<file path="config.mk">
export PLATFORM = sky130hd
export DESIGN_NAME = timer_slot_ctl
export DESIGN_NICKNAME = d
export VERILOG_FILES = /design/src/rtl/timer_slot_ctl.sv
export SDC_FILE = /design/constraint.sdc
export NUM_CORES = 1
export LEC_CHECK = 0
export ABC_AREA = 1
export CORE_MARGIN = 5
export CORE_UTILIZATION = 40
export DETAILED_ROUTE_END_ITERATION = 10
export HOLD_SLACK_MARGIN = 0.03
export PLACE_DENSITY = 0.56
export REMOVE_ABC_BUFFERS = 1
export SLEW_MARGIN = 5
export SYNTH_ARGS = -nofsm -noshare
export SYNTH_HDL_FRONTEND = slang
export SYNTH_SLANG_ARGS = --single-unit
</file>
<file path="constraint.sdc">
create_clock -name clock -period 5.9 [get_ports clock]
set_clock_uncertainty 0.05 [all_clocks]
set_input_delay 0.885 -clock clock [delete_from_list [all_inputs] [get_ports clock]]
set_output_delay 0.885 -clock clock [all_outputs]
set_load 0.02 [all_outputs]
</file>
<file path="src/rtl/timer_slot_ctl.sv">
`default_nettype none
// +--------------------------------------------------------------------------+
// | Module   : timer_slot_ctl                                                |
// | Purpose  : Shares one free-running cycle counter among NUM_SLOTS          |
// |            software timers. Each accepted command (START/STOP/READ/CLEAR) |
// |            returns a timestamp or accumulated elapsed cycles one cycle    |
// |            later through a single output register.                        |
// | Ports    : clock, resetn (sync, active-low)                               |
// |            ivalid/oready   - command handshake (opcode[1:0], slot)        |
// |            ovalid/iready   - result handshake (result[CNT_W-1:0])         |
// | Options  : TIMER_SAT_EN - accumulator add saturates at all-ones instead   |
// |            of wrapping modulo 2^CNT_W.                                    |
// | Revision : 1.0 - initial release                                          |
// +--------------------------------------------------------------------------+
module timer_slot_ctl #(
  parameter int NUM_SLOTS = 4,
  parameter int CNT_W     = 32
) (
  input  logic             clock,
  input  logic             resetn,
  input  logic             ivalid,
  output logic             oready,
  input  logic [31:0]      opcode,
  input  logic [31:0]      slot,
  output logic             ovalid,
  input  logic             iready,
  output logic [CNT_W-1:0] result
);

  localparam logic [1:0]       OP_START = 2'd0;
  localparam logic [1:0]       OP_STOP  = 2'd1;
  localparam logic [1:0]       OP_READ  = 2'd2;
  localparam logic [CNT_W-1:0] ALL_ONES = {CNT_W{1'b1}};

  logic [CNT_W-1:0]     cnt;
  logic [CNT_W-1:0]     stamp [NUM_SLOTS];
  logic [CNT_W-1:0]     accum [NUM_SLOTS];
  logic [NUM_SLOTS-1:0] run;

  logic                 accept;
  logic                 slot_ok;
  logic [1:0]           op;
  logic [NUM_SLOTS-1:0] sel;
  logic [CNT_W-1:0]     cur_stamp;
  logic [CNT_W-1:0]     cur_accum;
  logic                 cur_run;
  logic [CNT_W-1:0]     elapsed;
  logic [CNT_W-1:0]     run_el;
  logic [CNT_W-1:0]     total;
  logic [CNT_W-1:0]     next_result;
  logic                 unused_opcode_bits;

  assign oready  = !ovalid || iready;
  assign accept  = ivalid && oready;
  assign op      = opcode[1:0];
  assign slot_ok = slot < 32'(NUM_SLOTS);

  // Upper opcode bits carry no meaning.
  assign unused_opcode_bits = ^opcode[31:2];

  // Select the addressed slot by full-width compare so out-of-range slot
  // values never alias onto a real slot.
  always_comb begin
    sel       = '0;
    cur_stamp = '0;
    cur_accum = '0;
    cur_run   = 1'b0;
    for (int i = 0; i < NUM_SLOTS; i++) begin
      if (slot == 32'(i)) begin
        sel[i]    = 1'b1;
        cur_stamp = stamp[i];
        cur_accum = accum[i];
        cur_run   = run[i];
      end
    end
  end

  // Modular subtraction keeps one run period correct across a counter wrap.
  assign elapsed = cnt - cur_stamp;
  assign run_el  = cur_run ? elapsed : {CNT_W{1'b0}};

`ifdef TIMER_SAT_EN
  logic [CNT_W:0] raw_sum;
  assign raw_sum = {1'b0, cur_accum} + {1'b0, run_el};
  // Once at all-ones any further non-zero add carries, so it stays pinned.
  assign total   = raw_sum[CNT_W] ? ALL_ONES : raw_sum[CNT_W-1:0];
`else
  assign total   = cur_accum + run_el;
`endif

  // STOP on an idle slot and READ share the same sum: run_el is zero when idle.
  always_comb begin
    next_result = '0;
    if (!slot_ok) begin
      next_result = ALL_ONES;
    end else begin
      case (op)
        OP_START: next_result = cnt;
        OP_STOP:  next_result = total;
        OP_READ:  next_result = total;
        default:  next_result = '0;
      endcase
    end
  end

  // Counter and output register.
  always_ff @(posedge clock) begin
    if (!resetn) begin
      cnt    <= {{(CNT_W-1){1'b0}}, 1'b1};
      ovalid <= 1'b0;
      result <= '0;
    end else begin
      cnt <= cnt + 1'b1;
      if (accept) begin
        ovalid <= 1'b1;
        result <= next_result;
      end else if (iready) begin
        ovalid <= 1'b0;
      end
    end
  end

  // Slot state. Updates land on the same edge the result is registered, so
  // a following command to the same slot sees the new state with no bubble.
  always_ff @(posedge clock) begin
    if (!resetn) begin
      for (int i = 0; i < NUM_SLOTS; i++) begin
        stamp[i] <= '0;
        accum[i] <= '0;
      end
      run <= '0;
    end else if (accept) begin
      for (int i = 0; i < NUM_SLOTS; i++) begin
        if (sel[i]) begin
          case (op)
            OP_START: begin
              if (!run[i]) begin
                stamp[i] <= cnt;
                run[i]   <= 1'b1;
              end
            end
            OP_STOP: begin
              if (run[i]) begin
                accum[i] <= total;
                run[i]   <= 1'b0;
              end
            end
            OP_READ: begin
            end
            default: begin
              accum[i] <= '0;
              run[i]   <= 1'b0;
            end
          endcase
        end
      end
    end
  end

endmodule
`default_nettype wire

</file>
==> results.json <==
{
  "gp_congestion": 0.885,
  "synthFlopType": "edfxtp_1",
  "die_h_um": 217,
  "cts_tree": "yes",
  "via_per_inst": 5.38,
  "cts-root-buf": "clkbuf_16",
  "hold_end": "result[2]$_SDFFE_PN0P_",
  "io_buffers": 71,
  "initial_core_util_pct": 40.2,
  "finalNetCount": 2374,
  "synthDistinctLibCells": 55,
  "hold_ws_ns": 0.465,
  "tightest_slew_ns": 1.01,
  "ys_seq_area_share_pct": 52.8,
  "syn_avg_cell_area_um2": 9.03,
  "drive_above_1_share_pct": 22.8,
  "synth-seq-cells": 325,
  "cts-htree-levels": 2,
  "vias": 15128,
  "p_per_area_nw_per_um2": 238,
  "placed_cells_incl_taps": 2712,
  "cp.arrival_ns": 5.83,
  "fin_setup_tns_ns": 0,
  "critPathSlowestCell": "nor4_2",
  "drtPass1Iterations": 5,
  "ys_warn_count": 0,
  "cap_violations": 0,
  "drtAntennaViolNets": 0,
  "drc": 0,
  "diodes": 0,
  "grt-ovfl-total": 0,
  "hold_violations": 0,
  "routed_wl_um": 55400,
  "r2r_start": "stamp[0][10]$_SDFFCE_PN0P_",
  "cp_data_required_time_ns": 6.14,
  "wl_met2_um": 25900,
  "dpl.hpwl_um": 37600,
  "startpoint_type": "input pin",
  "cp_top_family": "simple AND/OR/NAND/NOR gates",
  "fillerInstances": 3977,
  "finalPower_mw": 5.40,
  "clock_latency_ns": 0.56,
  "min_path_type": "flip-flop to flip-flop",
  "finalCritPeriodShare_pct": 94.7,
  "grt_pass1_wl_um": 83700,
  "worstPathMaxFanout": 6,
  "grt_pass1_vias": 14938,
  "pre_cts_slack_ns": -1.01,
  "status": "finished clean",
  "r2r_slack_ns": 1.34,
  "slew_violations": 0,
  "r2r_cells": 27,
  "min_from": "result[2]$_SDFFE_PN0P_",
  "synth_edf_count": 256,
  "p_leak_nw": 9.06,
  "rows": 76,
  "track_usage_pct": 22.7,
  "peakVddDrop_uv": 235,
  "instances_no_fill": 2814,
  "dpl_cell_area_um2": 20400,
  "numCtsBuffers": 39,
  "finalInstanceArea_um2": 22700,
  "ctsHoldBuffers": 0,
  "grt_antenna_before_repair": 0,
  "crit_buf_inv": 12,
  "final_common_cell": "nor2_1",
  "async_reset_ff_share_pct": 0,
  "area_delta_synth_final_pct": 32.2,
  "cts.path.max_buffers": 3,
  "min_path_cells": 2,
  "dieArea_um2": 47200,
  "finish.utilization_pct": 53.1,
  "path_class": "input pin to flip-flop",
  "core_um2": 42800,
  "clkSinkCount": 325,
  "boundaryPins": 102,
  "maxSlewHeadroom_pct": 32.6,
  "setup_ws_ns": 0.311,
  "setup_viol": 0,
  "die_w_um": 217,
  "critPathLaunch": "slot[24]",
  "fin_crit_ns": 5.59,
  "max_stage_delay_ns": 0.30,
  "clkTransAtPathRegs_ns": 0.06,
  "rr_endpoint": "result[25]$_SDFFE_PN0P_",
  "wl_met3_um": 3360,
  "top_layer": "met4",
  "drtIter0Drc": 1109,
  "fmax_ghz": 0.179,
  "final_cell_mix": "nor2_1, buf_4, nand2_1",
  "wl_per_cell_um": 19.7,
  "end_kind": "flip-flop",
  "drt-met1-wl_um": 24300,
  "syn-cell-area_um2": 17200,
  "grt_max_degree": 66,
  "synthCells": 1903
}
## per-layer routing
metal / track usage (%) / vias to the layer above
li1: - / 7383
met1: 30.9 / 7212
met2: 37.7 / 433
met3: 3.02 / 100
met4: 7.84 / 0
met5: 0 / -
## worst max-delay path by stage
stage | end | slack [ns] | cells past startpoint
2_1_floorplan | result[30]$_SDFFE_PN0P_ | -0.52 | 33
3_3_place_gp | result[30]$_SDFFE_PN0P_ | -0.94 | 34
3_5_place_dp | accum[3][31]$_SDFFCE_PP0P_ | -1.01 | 35
4_1_cts | result[31]$_SDFFE_PN0P_ | 0.02 | 42
5_1_grt | accum[2][31]$_SDFFCE_PP0P_ | -0.01 | 39
6_report | accum[3][31]$_SDFFCE_PP0P_ | 0.31 | 43
## kinds of logic (layout without fill, tap and decap cells)
kind of cell	after synthesis	count (layout)	share of synthesized area (%)
fa+ha+maj	69	69	5.11
simple gates	805	806	19.6
xor+xnor	32	32	1.63
buf+inv	238	602	5.32
flops	325	325	52.8
compound gates	434	434	15.5
## worst reg2reg max path, cell delays in order, from the launching register on
cell and delay [ns]:
edfxtp_1 0.36, a22o_1 0.21, a221oi_1 0.21, buf_4 0.17, ha_1 0.28, a21oi_2 0.16, o21ai_1 0.09, buf_4 0.14
a21oi_1 0.14, nand2_2 0.10, a21oi_2 0.19, buf_4 0.13, inv_1 0.04, o21ai_0 0.16, a21oi_1 0.09, ha_1 0.35
nand2_2 0.12, buf_4 0.13, o21ai_0 0.10, a21oi_1 0.16, nand3_2 0.12, a21o_1 0.23, buf_4 0.14, xnor2_1 0.11
buf_4 0.15, o22ai_1 0.13, nand2_1 0.10, a21oi_1 0.14
## state kept, by name, summed over array words and instances, names as in the netlist
signal / flops
accum: 128
ovalid: 1
stamp: 128
cnt: 32
result: 32
run: 4
## power breakdown
part | total (mW) | switching (mW) | leakage, nW | internal [mW]
Clock | 2.46 | 0.990 | 0.631 | 1.47
Combinational | 0.351 | 0.206 | 5.29 | 0.146
Sequential | 2.59 | 0.0332 | 3.13 | 2.55
Total | 5.40 | 1.23 | 9.06 | 4.17
## what timing repair did
| action | CTS | global route |
|---|---|---|
| resized for setup | 39 | 155 |
| cloned | 0 | 2 |
| endpoints found under the setup margin | 50 | 87 |
| pin swaps | 7 | 79 |
| buffers inserted | 3 | 25 |
## Yosys cell counts, types with 3 or more instances
cell | count | area share, %
a221o_1 | 18 | 1.0
inv_2 | 9 | 0.20
nand3b_1 | 3 | 0.13
a22o_1 | 12 | 0.61
xor2_1 | 10 | 0.51
o21ai_0 | 106 | 3.1
o21ai_1 | 5 | 0.15
o31ai_1 | 3 | 0.13
a221oi_1 | 29 | 1.5
a21o_1 | 8 | 0.35
o21a_1 | 15 | 0.66
inv_1 | 136 | 3.0
nand3_1 | 45 | 1.3
nand2_2 | 3 | 0.11
nand2_1 | 290 | 6.3
nor4_1 | 12 | 0.44
edfxtp_1 | 256 | 45
nor3b_1 | 6 | 0.26
dfxtp_1 | 69 | 8.0
o21bai_1 | 4 | 0.17
nor2_4 | 4 | 0.26
clkinv_1 | 12 | 0.26
o22ai_1 | 44 | 1.6
nor2_2 | 3 | 0.11
nor2_1 | 373 | 8.1
buf_2 | 16 | 0.47
clkbuf_1 | 56 | 1.2
nor3_1 | 28 | 0.82
a31oi_1 | 9 | 0.33
o211ai_1 | 5 | 0.22
a21oi_1 | 148 | 4.3
a22oi_1 | 8 | 0.35
ha_1 | 67 | 4.9
o221ai_1 | 11 | 0.56
buf_1 | 9 | 0.20
xnor2_1 | 22 | 1.1
nand4_1 | 25 | 0.91
## layout make-up
class / instances / area (um2) / share of cell area (%)
Multi-Input combinational cell: 1341 / 7860 / 34.6
Timing Repair Buffer: 373 / 3170 / 14.0
Tap cell: 546 / 683 / 3.01
Clock buffer: 55 / 1130 / 4.96
Sequential cell: 325 / 9070 / 39.9
Inverter: 157 / 614 / 2.70
Clock inverter: 17 / 193 / 0.848
No activity file was read; power rests on OpenSTA's default activity.
